<file path="config.mk">
export PLATFORM = sky130hd
export DESIGN_NAME = ps2_keydecode
export DESIGN_NICKNAME = d
export VERILOG_FILES = /design/src/rtl/ps2_keydecode_pkg.sv /design/src/rtl/ps2_keymap_rom.sv /design/src/rtl/ps2_keydecode.sv
export SDC_FILE = /design/constraint.sdc
export NUM_CORES = 1
export LEC_CHECK = 0
export ABC_AREA = 1
export CAP_MARGIN = 20
export CELL_PAD_IN_SITES_DETAIL_PLACEMENT = 2
export CELL_PAD_IN_SITES_GLOBAL_PLACEMENT = 2
export CORE_UTILIZATION = 27
export DETAILED_ROUTE_END_ITERATION = 10
export GPL_ROUTABILITY_DRIVEN = 0
export PLACE_DENSITY = 0.89
export SLEW_MARGIN = 30
export SYNTH_ARGS = -nofsm -noshare
export SYNTH_HDL_FRONTEND = slang
export SYNTH_SLANG_ARGS = --single-unit
export TNS_END_PERCENT = 30
</file>
<file path="constraint.sdc">
create_clock -name clk100 -period 2.7 [get_ports clk100]
set_input_delay 0.405 -clock clk100 [delete_from_list [all_inputs] [get_ports clk100]]
set_output_delay 0.405 -clock clk100 [all_outputs]
set_load 0.01 [all_outputs]
</file>
<file path="src/rtl/ps2_keydecode_pkg.sv">
// Shared scan-code constants, state encodings and small helpers for the
// PS/2 set-2 key decoder.
package ps2_keydecode_pkg;

   localparam logic [7:0] PS2_EXT        = 8'hE0;
   localparam logic [7:0] PS2_BRK        = 8'hF0;
   localparam logic [7:0] PS2_PAUSE      = 8'hE1;

   localparam logic [7:0] KEY_LSHIFT     = 8'h12;
   localparam logic [7:0] KEY_RSHIFT     = 8'h59;
   localparam logic [7:0] KEY_CTRL       = 8'h14;
   localparam logic [7:0] KEY_CAPS       = 8'h58;

   localparam logic [7:0] RSP_BAT_OK     = 8'hAA;
   localparam logic [7:0] RSP_ACK        = 8'hFA;
   localparam logic [7:0] RSP_ECHO       = 8'hEE;
   localparam logic [7:0] RSP_RESEND     = 8'hFE;
   localparam logic [7:0] RSP_ERR_LO     = 8'h00;
   localparam logic [7:0] RSP_ERR_HI     = 8'hFF;

   localparam logic [7:0] KEY_UP         = 8'h75;
   localparam logic [7:0] KEY_DOWN       = 8'h72;
   localparam logic [7:0] KEY_RIGHT      = 8'h74;
   localparam logic [7:0] KEY_LEFT       = 8'h6B;
   localparam logic [7:0] KEY_KP_ENTER   = 8'h5A;
   localparam logic [7:0] KEY_KP_SLASH   = 8'h4A;

   localparam logic [7:0] ASCII_ESC      = 8'h1B;
   localparam logic [7:0] ASCII_LBRACKET = 8'h5B;
   localparam logic [7:0] ASCII_CR       = 8'h0D;
   localparam logic [7:0] ASCII_SLASH    = 8'h2F;

   typedef enum logic [1:0] {
      PFX_IDLE,
      PFX_EXT,
      PFX_BRK,
      PFX_EXT_BRK
   } prefix_t;

   typedef enum logic [1:0] {
      SEQ_IDLE,
      SEQ_BRACKET,
      SEQ_LETTER
   } seq_t;

   function automatic logic is_ignored(input logic [7:0] c);
      return (c == RSP_BAT_OK) || (c == RSP_ACK) || (c == RSP_ECHO) ||
             (c == RSP_RESEND) || (c == RSP_ERR_LO) || (c == RSP_ERR_HI) ||
             (c == PS2_PAUSE);
   endfunction

   // Characters that have a control equivalent: @ A-Z [ \ ] ^ _ and a-z.
   function automatic logic ctrl_maps(input logic [7:0] c);
      return ((c >= 8'h40) && (c <= 8'h5F)) || ((c >= 8'h61) && (c <= 8'h7A));
   endfunction

endpackage

</file>
<file path="src/rtl/ps2_keymap_rom.sv">
// Combinational US-layout lookup from non-extended set-2 make codes to ASCII.
// Letters are returned upper case when shift is set; 0 means unmapped.
module ps2_keymap_rom (
   input  logic [7:0] code,
   input  logic       shift,
   output logic [7:0] ascii,
   output logic       is_letter
);

   logic [7:0]  w_upper;
   logic [15:0] w_pair;

   always_comb begin
      w_upper = 8'h00;
      case (code)
         8'h1C: w_upper = 8'h41;
         8'h32: w_upper = 8'h42;
         8'h21: w_upper = 8'h43;
         8'h23: w_upper = 8'h44;
         8'h24: w_upper = 8'h45;
         8'h2B: w_upper = 8'h46;
         8'h34: w_upper = 8'h47;
         8'h33: w_upper = 8'h48;
         8'h43: w_upper = 8'h49;
         8'h3B: w_upper = 8'h4A;
         8'h42: w_upper = 8'h4B;
         8'h4B: w_upper = 8'h4C;
         8'h3A: w_upper = 8'h4D;
         8'h31: w_upper = 8'h4E;
         8'h44: w_upper = 8'h4F;
         8'h4D: w_upper = 8'h50;
         8'h15: w_upper = 8'h51;
         8'h2D: w_upper = 8'h52;
         8'h1B: w_upper = 8'h53;
         8'h2C: w_upper = 8'h54;
         8'h3C: w_upper = 8'h55;
         8'h2A: w_upper = 8'h56;
         8'h1D: w_upper = 8'h57;
         8'h22: w_upper = 8'h58;
         8'h35: w_upper = 8'h59;
         8'h1A: w_upper = 8'h5A;
         default: w_upper = 8'h00;
      endcase
   end

   // {unshifted, shifted} for everything that is not a letter.
   always_comb begin
      w_pair = 16'h0000;
      case (code)
         8'h45: w_pair = {8'h30, 8'h29};
         8'h16: w_pair = {8'h31, 8'h21};
         8'h1E: w_pair = {8'h32, 8'h40};
         8'h26: w_pair = {8'h33, 8'h23};
         8'h25: w_pair = {8'h34, 8'h24};
         8'h2E: w_pair = {8'h35, 8'h25};
         8'h36: w_pair = {8'h36, 8'h5E};
         8'h3D: w_pair = {8'h37, 8'h26};
         8'h3E: w_pair = {8'h38, 8'h2A};
         8'h46: w_pair = {8'h39, 8'h28};
         8'h0E: w_pair = {8'h60, 8'h7E};
         8'h4E: w_pair = {8'h2D, 8'h5F};
         8'h55: w_pair = {8'h3D, 8'h2B};
         8'h54: w_pair = {8'h5B, 8'h7B};
         8'h5B: w_pair = {8'h5D, 8'h7D};
         8'h5D: w_pair = {8'h5C, 8'h7C};
         8'h4C: w_pair = {8'h3B, 8'h3A};
         8'h52: w_pair = {8'h27, 8'h22};
         8'h41: w_pair = {8'h2C, 8'h3C};
         8'h49: w_pair = {8'h2E, 8'h3E};
         8'h4A: w_pair = {8'h2F, 8'h3F};
         8'h29: w_pair = {8'h20, 8'h20};
         8'h5A: w_pair = {8'h0D, 8'h0D};
         8'h66: w_pair = {8'h08, 8'h08};
         8'h0D: w_pair = {8'h09, 8'h09};
         8'h76: w_pair = {8'h1B, 8'h1B};
         default: w_pair = 16'h0000;
      endcase
   end

   always_comb begin
      is_letter = (w_upper != 8'h00);
      if (is_letter)
         ascii = shift ? w_upper : (w_upper | 8'h20);
      else
         ascii = shift ? w_pair[7:0] : w_pair[15:8];
   end

endmodule

</file>
<file path="src/rtl/ps2_keydecode.sv">
// PS/2 set-2 scan code to ASCII decoder: prefix tracking, modifiers, and
// ANSI escape expansion of the cursor keys into a 1-cycle output strobe.
module ps2_keydecode
   import ps2_keydecode_pkg::*;
#(
   parameter bit ESC_SEQ_EN = 1'b1
) (
   input  logic       clk100,
   input  logic       rst,
   input  logic [7:0] in_data,
   input  logic       in_complete,
   output logic [7:0] out_data,
   output logic       out_valid,
   output logic       caps_lock
);

   prefix_t    r_prefix, w_prefix_next;
   seq_t       r_seq, w_seq_next;
   logic [7:0] r_seq_letter, w_seq_letter_next;
   logic       r_lshift, w_lshift_next;
   logic       r_rshift, w_rshift_next;
   logic       r_ctrl, w_ctrl_next;
   logic       r_caps, w_caps_next;
   logic [7:0] r_out_data, w_out_data_next;
   logic       r_out_valid, w_out_valid_next;

   logic [7:0] w_rom_ascii;
   logic       w_rom_letter;
   logic [7:0] w_char;
   logic       w_emit;
   logic [7:0] w_emit_data;
   logic [7:0] w_arrow;

   ps2_keymap_rom u_keymap (
      .code      (in_data),
      .shift     (r_lshift | r_rshift),
      .ascii     (w_rom_ascii),
      .is_letter (w_rom_letter)
   );

   always_comb begin
      w_prefix_next     = r_prefix;
      w_seq_next        = r_seq;
      w_seq_letter_next = r_seq_letter;
      w_lshift_next     = r_lshift;
      w_rshift_next     = r_rshift;
      w_ctrl_next       = r_ctrl;
      w_caps_next       = r_caps;
      w_out_data_next   = r_out_data;
      w_out_valid_next  = 1'b0;
      w_emit            = 1'b0;
      w_emit_data       = 8'h00;
      w_arrow           = 8'h00;

      // Caps Lock flips the case of letters only, equivalent to shift^caps.
      w_char = w_rom_ascii ^ {2'b00, r_caps & w_rom_letter, 5'b00000};
      if (r_ctrl && ctrl_maps(w_char))
         w_char = w_char & 8'h1F;

      if (in_complete) begin
         case (r_prefix)
            PFX_IDLE: begin
               if (in_data == PS2_EXT)
                  w_prefix_next = PFX_EXT;
               else if (in_data == PS2_BRK)
                  w_prefix_next = PFX_BRK;
               else if (!is_ignored(in_data)) begin
                  case (in_data)
                     KEY_LSHIFT: w_lshift_next = 1'b1;
                     KEY_RSHIFT: w_rshift_next = 1'b1;
                     KEY_CTRL:   w_ctrl_next   = 1'b1;
                     KEY_CAPS:   w_caps_next   = ~r_caps;
                     default: begin
                        w_emit      = (w_char != 8'h00);
                        w_emit_data = w_char;
                     end
                  endcase
               end
            end
            PFX_EXT: begin
               if (in_data == PS2_BRK)
                  w_prefix_next = PFX_EXT_BRK;
               else begin
                  w_prefix_next = PFX_IDLE;
                  case (in_data)
                     KEY_CTRL:     w_ctrl_next = 1'b1;
                     KEY_UP:       w_arrow     = 8'h41;
                     KEY_DOWN:     w_arrow     = 8'h42;
                     KEY_RIGHT:    w_arrow     = 8'h43;
                     KEY_LEFT:     w_arrow     = 8'h44;
                     KEY_KP_ENTER: begin
                        w_emit      = 1'b1;
                        w_emit_data = ASCII_CR;
                     end
                     KEY_KP_SLASH: begin
                        w_emit      = 1'b1;
                        w_emit_data = ASCII_SLASH;
                     end
                     default: ;
                  endcase
               end
            end
            PFX_BRK: begin
               w_prefix_next = PFX_IDLE;
               case (in_data)
                  KEY_LSHIFT: w_lshift_next = 1'b0;
                  KEY_RSHIFT: w_rshift_next = 1'b0;
                  KEY_CTRL:   w_ctrl_next   = 1'b0;
                  default: ;
               endcase
            end
            PFX_EXT_BRK: begin
               w_prefix_next = PFX_IDLE;
               if (in_data == KEY_CTRL)
                  w_ctrl_next = 1'b0;
            end
            default: w_prefix_next = PFX_IDLE;
         endcase
      end

      // Output from a new byte is dropped while a strobe is already showing,
      // which also covers the whole escape sequence.
      case (r_seq)
         SEQ_BRACKET: begin
            w_out_valid_next = 1'b1;
            w_out_data_next  = ASCII_LBRACKET;
            w_seq_next       = SEQ_LETTER;
         end
         SEQ_LETTER: begin
            w_out_valid_next = 1'b1;
            w_out_data_next  = r_seq_letter;
            w_seq_next       = SEQ_IDLE;
         end
         default: begin
            if (!r_out_valid) begin
               if (ESC_SEQ_EN && (w_arrow != 8'h00)) begin
                  w_out_valid_next  = 1'b1;
                  w_out_data_next   = ASCII_ESC;
                  w_seq_letter_next = w_arrow;
                  w_seq_next        = SEQ_BRACKET;
               end else if (w_emit) begin
                  w_out_valid_next = 1'b1;
                  w_out_data_next  = w_emit_data;
               end
            end
         end
      endcase
   end

   always_ff @(posedge clk100) begin
      if (rst) begin
         r_prefix     <= PFX_IDLE;
         r_seq        <= SEQ_IDLE;
         r_seq_letter <= 8'h00;
         r_lshift     <= 1'b0;
         r_rshift     <= 1'b0;
         r_ctrl       <= 1'b0;
         r_caps       <= 1'b0;
         r_out_data   <= 8'h00;
         r_out_valid  <= 1'b0;
      end else begin
         r_prefix     <= w_prefix_next;
         r_seq        <= w_seq_next;
         r_seq_letter <= w_seq_letter_next;
         r_lshift     <= w_lshift_next;
         r_rshift     <= w_rshift_next;
         r_ctrl       <= w_ctrl_next;
         r_caps       <= w_caps_next;
         r_out_data   <= w_out_data_next;
         r_out_valid  <= w_out_valid_next;
      end
   end

   assign out_data  = r_out_data;
   assign out_valid = r_out_valid;
   assign caps_lock = r_caps;

endmodule

</file>
==> metrics.txt, run 1 <==
status=stopped before the end; Halt Stage=global routing; error that ended the run=[ERROR DPL-0033] detailed placement checks failed during check placement.; FP Rows=36; number of clock sinks seen by CTS=20; GRT worst endpoint=out_data[4]$_SDFFE_PP0P_/D; top area cells in the synthesized netlist=sky130_fd_sc_hd__nand2_1 (26%), sky130_fd_sc_hd__dfxtp_1 (14%), sky130_fd_sc_hd__nand3_1 (12%), sky130_fd_sc_hd__nor2_1 (8.6%), sky130_fd_sc_hd__inv_1 (8.0%); antenna violations before repair=0; share of the synthesized area in the top cell type=0.2635; most common cell in the synthesized netlist=sky130_fd_sc_hd__nand2_1; pin count of the biggest net entering global routing=16; dominant register cell in the synthesized netlist=sky130_fd_sc_hd__dfxtp_1; depth of the CTS H-tree=1; count of yosys warnings during synthesis=0; count of port buffers added during placement=19; Setup WS pre-CTS=-1324 ps; Seq cells post-synth=20; starting utilization of the core area=0.2832; most frequent cells after synthesis=sky130_fd_sc_hd__nand2_1 (197), sky130_fd_sc_hd__nand3_1 (67), sky130_fd_sc_hd__nor2_1 (64); distinct cell type count of the synthesized netlist=37; synthesized net count=roughly 560; number of synthesized flops with an enable pin=0; cell area after synthesis=~0.0028 mm^2; Worst endpoint type=register data pin; Die Span Y=104.0 um; Post-Synthesis Mean Instance Area=slightly above 5 um^2; number of buffers created by CTS=3; die width=roughly 100 um; sequential cell area fraction in the yosys report=0.1427; number of buffers on the longest clock path=2; number of I/O pins=21; Post-DP HPWL=14.49 mm; synthesized instance count=about 540; root buffer cell=sky130_fd_sc_hd__clkbuf_8; cell area after placement=approximately 0.0041 mm^2; Async S/R FF share, synth=0; cell accounting for the most synthesized area=sky130_fd_sc_hd__nand2_1
-- logic make-up after synthesis --
kind of cell	count (synthesis)	synth area share
AND/OR/NAND/NOR	353	0.5305
buffers and inverters	83	0.1248
flip-flops	20	0.1427
other	1	0.001336
adder cells (fa/ha/maj)	9	0.04013
XOR/XNOR	1	0.003121
AO/OA/AOI/OAI	77	0.1574
-- through the flow --
| stage | instances | hold WS (ps) | TNS [ps] | utilization |
|---|---|---|---|---|
| after floorplan | 544 | 423.1 | 0 | - |
| after global placement | 810 | 436.5 | -7055 | 0.4130 |
| after detailed placement | 810 | 490.7 | -12880 | 0.4130 |
| after CTS | 826 | 503.6 | -742.4 | 0.4749 |
-- what timing repair did --
action,4_1_cts
setup buffers,10
gates resized for setup,159
hold buffers,0
setup endpoints to repair,16
gates cloned,2
pin swaps,38
==> run 2, diff against run 1 <==
--- a/config.mk
+++ b/config.mk
@@ -7,12 +7,10 @@
 export LEC_CHECK = 0
 export ABC_AREA = 1
 export CAP_MARGIN = 20
-export CELL_PAD_IN_SITES_DETAIL_PLACEMENT = 2
-export CELL_PAD_IN_SITES_GLOBAL_PLACEMENT = 2
-export CORE_UTILIZATION = 27
+export CORE_UTILIZATION = 40
 export DETAILED_ROUTE_END_ITERATION = 10
 export GPL_ROUTABILITY_DRIVEN = 0
-export PLACE_DENSITY = 0.89
+export PLACE_DENSITY_LB_ADDON = 0.15
 export SLEW_MARGIN = 30
 export SYNTH_ARGS = -nofsm -noshare
 export SYNTH_HDL_FRONTEND = slang
==> constraint.sdc (replaced) <==
create_clock -name clk100 -period 3.5 [get_ports clk100]
set_input_delay 0.525 -clock clk100 [delete_from_list [all_inputs] [get_ports clk100]]
set_output_delay 0.525 -clock clk100 [all_outputs]
set_load 0.01 [all_outputs]
==> run 2 against run 1 <==
- the run now ends clean
- area after synthesis stayed put
- synthesized cell count stayed put
==> metrics.txt, run 2 <==
status=complete, no violations; die width=85.76 um (-17%); Antenna Diode Count=0; Async S/R FF share, synth=0 (unchanged); category of the worst setup path capture point=flop; final hold vios=0; cell family contributing the most delay on the critical path=compound AO/OA/AOI/OAI gates; switching part of the total=0.4512; crit path max fanout=6; most frequent cells after synthesis=sky130_fd_sc_hd__nand2_1 (197), sky130_fd_sc_hd__nand3_1 (67), sky130_fd_sc_hd__nor2_1 (64); CTS tree=built; most frequent cell on the critical path=sky130_fd_sc_hd__nand2_1; Post-Synthesis Mean Instance Area=5.159 um^2 (unchanged); cell accounting for the most synthesized area=sky130_fd_sc_hd__nand2_1; pin count of the biggest net entering global routing=27; CP Depth=17; CP startpoint=in_data[0]; depth of the CTS H-tree=1 (unchanged); DRC errors left=0; Die Span Y=85.76 um (-17%); synthesized net count=564 (unchanged); cell-internal power=0.0006970 W; number of buffers on the longest clock path=2 (unchanged); count of port buffers added during placement=19 (unchanged); post-cts hold buffer count=0 (unchanged); most common cell after layout, fill and taps aside=sky130_fd_sc_hd__nand2_1; synthesized instance count=544 (unchanged); proportion of synthesized area in mux cells=0 (unchanged); antenna violations before repair=0; count of yosys warnings during synthesis=0 (unchanged); starting utilization of the core area=0.4131 (+0.1299); minimum clock period=about 3300 ps; class of the most critical hold timing path=reg2reg; number of buffers created by CTS=3 (unchanged); Post-DP HPWL=7.882 mm (-46%); CP Data Required Time=between 3000 and 4000 ps; number of synthesized flops with an enable pin=0 (unchanged); number of I/O pins=21 (unchanged); most common cell in the synthesized netlist=sky130_fd_sc_hd__nand2_1; proportion of layout cells with a drive suffix above 1=0.1862; worst clock skew on the final layout=approximately 1.5 ps; number of violations of the max-capacitance limit=0; top area cells in the synthesized netlist=sky130_fd_sc_hd__nand2_1 (26%), sky130_fd_sc_hd__dfxtp_1 (14%), sky130_fd_sc_hd__nand3_1 (12%), sky130_fd_sc_hd__nor2_1 (8.6%), sky130_fd_sc_hd__inv_1 (8.0%); number of buffers and inverters on the critical path=3; Seq cells post-synth=20 (unchanged); total of endpoints with negative setup slack in the final report=0; launch instance of the worst register-to-register path=r_rshift; Compound-Gate Fraction of Synth Area=0.1574 (unchanged); cell area after synthesis=0.002806 mm^2 (unchanged); peak supply drop=approximately 0.22 mV; Antenna Nets Post-Route=0; series of cell instances along the critical path=clkdlybuf4s50_1 -> buf_4 -> ha_1 -> nand2_1 -> nand3_1 -> nand3_1 -> o21ai_0 -> a21oi_1 -> o41ai_1 -> buf_4 -> nand3_2 -> a21oi_4 -> nand2_4 -> nand2_4 -> nand2_1 -> nand2_1 -> nor2_2; clock network fraction of design power=0.139; dominant register cell in the synthesized netlist=sky130_fd_sc_hd__dfxtp_1; worst setup path end=out_data[3]; total overflow reported by the global router=0; r2r worst-path depth=23; Worst Path Class, Setup=in2reg; vias in the first global route=around 3,400; FP Rows=30 (-17%); post-layout total power=between 0.001 and 0.0015 W; post-layout utilization of the core=0.5499; xor/xnor share of the synthesized area=0.003121 (unchanged); Placeable Area=slightly below 0.007 mm^2; Critical Path Slowest Stage Cell=sky130_fd_sc_hd__clkdlybuf4s50_1; maximum operating frequency=0.3035 GHz; static leakage=around 1.9 nW; register share of total power=0.235; nature of the critical path startpoint=input port; count of vias placed by the detailed router=3,904; Clk Latency, worst-skew pair=260 ps; number of clock sinks seen by CTS=20 (unchanged); leading cell types in the layout, fill and taps excluded=sky130_fd_sc_hd__nand2_1 (189), sky130_fd_sc_hd__buf_4 (69), sky130_fd_sc_hd__nand3_1 (64); Max Transition Viols Final=0; max reg flops=7; average detailed-routed wire length per instance=about 14 um; share of the synthesized area in the top cell type=0.2635 (unchanged); basic-gate share of the synthesized area counting and, or, nand and nor cells=0.5305 (unchanged); # nets final=between 600 and 700; total wire length after detailed routing=9.992 mm; wire length of the first global-routing pass=between 15 and 20 mm; Critical Path Max Stage Delay=500 ps; part of the cycle the worst path needs=0.9415; distinct cell type count of the synthesized netlist=37 (unchanged); Data arrival, critical path=~3500 ps; switching power=between 0.0005 and 0.0006 W; Area Growth Syn to Fin=33.13%; via density per instance=roughly 5.4; root buffer cell=sky130_fd_sc_hd__clkbuf_8; internal reg-to-reg setup slack=1000 ps; largest family of logic cells by synthesized area=simple AND/OR/NAND/NOR gates; R2R Path End=out_data[3]; Die Outline Area=around 0.0074 mm^2; fraction of the mapped netlist area in adder cells=0.04012 (unchanged); Pwr Density=roughly 340 mW/mm^2; Global Route Usage Sum=0.2731; combinational power share=0.626; starting DRC count in detailed routing=456; sequential cell area fraction in the yosys report=0.1427 (unchanged); first-pass iteration count of the detailed router=5; Clk pin slew, worst setup/hold paths=70 ps
## run 2: power groups by stage
stage                     registers (W)  logic (W)  clock network, W
final                          0.000299   0.000795          0.000176
after floorplan                0.000317   0.000469                 0
after global routing           0.000304   0.000882          0.000188
after detailed placement       0.000304   0.000743                 0
after global placement         0.000303   0.000735                 0
after CTS                      0.000299   0.000750          0.000180
## run 2: worst reg2reg max path: stages, from the launching register on
cell and delay, ps:
sky130_fd_sc_hd__dfxtp_1 310, sky130_fd_sc_hd__nor2_1 210, sky130_fd_sc_hd__buf_4 250, sky130_fd_sc_hd__nand3_1 100, sky130_fd_sc_hd__nand2_1 80, sky130_fd_sc_hd__nand2_1 70, sky130_fd_sc_hd__nand2_1 60, sky130_fd_sc_hd__nand2_1 60
sky130_fd_sc_hd__a21oi_2 160, sky130_fd_sc_hd__nand2_1 60, sky130_fd_sc_hd__nand2_1 90, sky130_fd_sc_hd__nor2_1 50, sky130_fd_sc_hd__nand3_1 90, sky130_fd_sc_hd__nand2_1 60, sky130_fd_sc_hd__nand2_1 80, sky130_fd_sc_hd__nand2_1 60
sky130_fd_sc_hd__nand2_1 80, sky130_fd_sc_hd__nand2_1 80, sky130_fd_sc_hd__nand2_2 130, sky130_fd_sc_hd__nand2_4 90, sky130_fd_sc_hd__nand2_4 90, sky130_fd_sc_hd__nand2_1 60, sky130_fd_sc_hd__nand2_1 70, sky130_fd_sc_hd__nor2_2 40
## run 2: routing by layer
layer	global-route usage	share of wire
met5	0	0
met4	0.07424	0.025
met3	0.05294	0.098
met2	0.4116	0.43
met1	0.3948	0.45
## run 2: worst min path at each step
stage	depth (start not counted)	startpoint	slack (ps)	end
floorplan	2	r_lshift	420	r_lshift
global placement	2	r_lshift	440	r_lshift
detailed placement	2	r_rshift	440	r_rshift
CTS	2	r_rshift	450	r_rshift
global route	2	r_lshift	460	r_lshift
finish	2	r_rshift	450	r_rshift
## run 2: stage by stage
step | hold WS, ps | TNS [ps] | cell area [um^2] | setup slack (ps) | instances
global placement | 437.7 | -316.5 | 3578 | -77.95 | 714
floorplan | 423.1 | 0 | 2806 | 720.2 | 544
detailed placement | 440.9 | -820.0 | 3578 | -157.8 | 714
global route | 462.3 | -114.1 | 3736 | -35.07 | 719
finish | 449.4 | 0 | 3736 | 204.7 | 719
CTS | 451.7 | 0 | 3633 | 119.6 | 718
## run 2: cell type report
cell class | count | area (um^2)
Fill cell | 705 | 3058
Multi-Input combinational cell | 442 | 2153
Inverter | 67 | 256.5
Timing Repair Buffer | 90 | 750.7
Clock buffer | 4 | 55.05
Sequential cell | 20 | 400.4
Tap cell | 96 | 120.1
## run 2: logic make-up (layout without fill, tap and decap cells)
group,after synthesis,in the layout
fa+ha+maj,9,9
xor+xnor,1,1
simple gates,353,354
other cells,1,1
buf+inv,83,161
flops,20,20
compound gates,77,77
## run 2: what timing repair did
item	in CTS	in global routing
endpoints found under the setup margin	0	7
resized for setup	0	29
buffers inserted	0	0
hold endpoints to repair	0	0
Power figures use the tool's default switching activity.
==> run 3, diff against run 2 <==
--- a/config.mk
+++ b/config.mk
@@ -7,6 +7,8 @@
 export LEC_CHECK = 0
 export ABC_AREA = 1
 export CAP_MARGIN = 20
+export CELL_PAD_IN_SITES_DETAIL_PLACEMENT = 1
+export CELL_PAD_IN_SITES_GLOBAL_PLACEMENT = 1
 export CORE_UTILIZATION = 40
 export DETAILED_ROUTE_END_ITERATION = 10
 export GPL_ROUTABILITY_DRIVEN = 0
==> run 3 against run 2 <==
- the flow now finishes with violations (design-rule violations)
- register-to-register slack worse by 280 ps
- sequential power grew 3%
- core utilization rose by 3.5 points
- combinational power up 20%
- count of clock-buffer cells in the layout decreased by 1
- final area grew 6.4%
- wire length increased by 50%
- clock skew up 6.6 ps
- worst hold slack gained 24 ps
- global-route usage up 12 points
- sequential cell count did not move
- critical endpoint is now out_data[2]
==> metrics.txt, run 3 (synthesis gave the netlist of run 2 again) <==
status=finished, violations left; violated checks=design-rule violations; number of buffers created by CTS=3 (unchanged); Critical Path Slowest Stage Cell=sky130_fd_sc_hd__clkdlybuf4s50_1; number of violations of the max-capacitance limit=0 (unchanged); final hold vios=0 (unchanged); nature of the critical path startpoint=input port; maximum operating frequency=0.2880 GHz (-5.1%); Placeable Area=0.006794 mm^2 (unchanged); minimum clock period=3472 ps (+177.0 ps); slew at the pin closest to its max-slew limit=approximately 500 ps; die width=85.76 um (unchanged); most frequent cell on the critical path=sky130_fd_sc_hd__nor2_1; peak supply drop=0.2109 mV (-6.3%); total of endpoints with negative setup slack in the final report=0 (unchanged); average detailed-routed wire length per instance=20.38 um (+47%); number of buffers and inverters on the critical path=2 (-1); max reg flops=7 (unchanged); proportion of layout cells with a drive suffix above 1=0.2379 (+0.05168); Critical Path Max Stage Delay=430 ps (-70 ps); FP Rows=30 (unchanged); starting utilization of the core area=0.4131 (unchanged); Pwr Density=378.1 mW/mm^2 (+11%); Die Outline Area=0.007355 mm^2 (unchanged); DRC errors left=1 (+1); Max Transition Viols Final=0 (unchanged); worst clock skew on the final layout=8.125 ps (+6.595 ps); part of the cycle the worst path needs=0.9921 (+0.05058); number of I/O pins=21 (unchanged); Data arrival, critical path=3640 ps (+180 ps); Area Growth Syn to Fin=41.60%; depth of the CTS H-tree=1 (unchanged); normalized max-slew margin=0.6532; static leakage=2.021 nW (+6.3%); count of vias placed by the detailed router=4,463 (+14%); via density per instance=6.072 (+12%); starting DRC count in detailed routing=342 (-25%); series of cell instances along the critical path=clkdlybuf4s50_1 -> buf_4 -> nor2_4 -> nand2_1 -> nor2_1 -> nor2_1 -> nand3_1 -> nand2_2 -> nor2_1 -> nand3_4 -> nor2_2 -> nor2_1 -> nand2_1 -> nand2_1 -> nand2_2 -> nand3_2 -> a21oi_4 -> nand2_2 -> a21oi_2 -> nor2_1; category of the worst setup path capture point=flop; total wire length after detailed routing=14.98 mm (+50%); leading cell types in the layout, fill and taps excluded=sky130_fd_sc_hd__nand2_1 (187), sky130_fd_sc_hd__buf_4 (84), sky130_fd_sc_hd__nand3_1 (63); Antenna Diode Count=0 (unchanged); total overflow reported by the global router=0 (unchanged); class of the most critical hold timing path=reg2reg; crit path max fanout=8 (+2); Post-DP HPWL=9.916 mm (+26%); # placed instances=717 (+0.42%); cell family contributing the most delay on the critical path=simple AND/OR/NAND/NOR gates; root buffer cell=sky130_fd_sc_hd__clkbuf_8; most common cell after layout, fill and taps aside=sky130_fd_sc_hd__nand2_1; CP Data Required Time=3670 ps (about the same); final-layout setup total negative slack=0 ps (unchanged); Worst Path Class, Setup=in2reg; Clk pin slew, worst setup/hold paths=90 ps (+20 ps); Antenna Nets Post-Route=0 (unchanged); wire length of the first global-routing pass=22.10 mm (+37%); Die Span Y=85.76 um (unchanged); # nets final=660 (+2.5%); first-pass iteration count of the detailed router=10 (+5); count of port buffers added during placement=19 (unchanged); number of clock sinks seen by CTS=20 (unchanged); Global Route Usage Sum=0.3918 (+0.1187); CTS tree=built; final non-filler cell total=735 (+2.2%); antenna violations before repair=0 (unchanged); Clk Latency, worst-skew pair=270 ps (about the same); vias in the first global route=4,310 (+26%); number of buffers on the longest clock path=2 (unchanged); pin count of the biggest net entering global routing=29 (+7.4%)
[run 3: changes by cell type in the layout (fill, tap and decap cells not counted), moves of 3 or more]
cell	change
sky130_fd_sc_hd__buf_4	+15
sky130_fd_sc_hd__clkdlybuf4s50_1	-4
sky130_fd_sc_hd__dlymetal6s2s_1	+3
sky130_fd_sc_hd__nand2_2	+3
sky130_fd_sc_hd__nor2_1	-10
sky130_fd_sc_hd__nor2_2	+9
[run 3: repair_timing]
action,in CTS,in global routing
hold buffers,0,0
pin swaps,6,3
endpoints found under the setup margin,8,8
setup buffers,6,6
gates resized for setup,24,36
cloned,1,1
[run 3: final cells by class]
class	count	area, um^2
fillers	1005	2820
multi-input cells	442	2230
repair buffers	106	890.9
flip-flops and latches	20	400.4
inverters	67	261.5
well taps	96	120.1
clock buffers	3	41.29
clock inverters	1	30.03
[run 3: power by group]
group,leakage [nW],total [W],switching [W],internal (W)
Sequential,0.163,0.000309,0.0000357,0.000273
Clock,0.0357,0.000240,0.0000872,0.000153
Combinational,1.82,0.000953,0.000600,0.000354
Total,2.02,0.00150,0.000723,0.000780
[run 3: metal layers]
layer	vias up	wire length, um	track usage
met4	0	990	0.1788
met1	2086	5755	0.4699
li1	1950	-	-
met3	105	1486	0.09625
met5	-	0	0
met2	322	6748	0.6611
[run 3: through the flow]
stage	cell area (um^2)	power, W	util	setup slack, ps	hold slack [ps]
after floorplan	2806	0.0007862	-	720.2	423.1
after global placement	3601	0.001045	0.5300	-142.9	437.3
after detailed placement	3601	0.001082	0.5300	-438.8	460.8
after CTS	3814	0.001413	0.5613	12.46	472.2
after global routing	3974	0.001576	0.5849	-87.16	482.4
final	3974	0.001503	0.5849	27.72	473.7
[run 3: worst register-to-register path, delay by kind of cell (launching register included)]
family / cells / cell delay [ps]
and+or+nand+nor: 16 / 1460
AOI/OAI and AO/OA: 2 / 470
buffers and inverters: 2 / 430
DFF: 1 / 320
[run 3: worst paths after layout]
check	start	endpoint	slack (ps)	depth (start not counted)
setup / recovery	in_data[4]	out_data[2]	30	20
hold / removal	r_lshift	r_lshift	470	2
setup reg to reg	r_rshift	out_data[2]	720	20
hold reg to reg	r_lshift	r_lshift	470	2
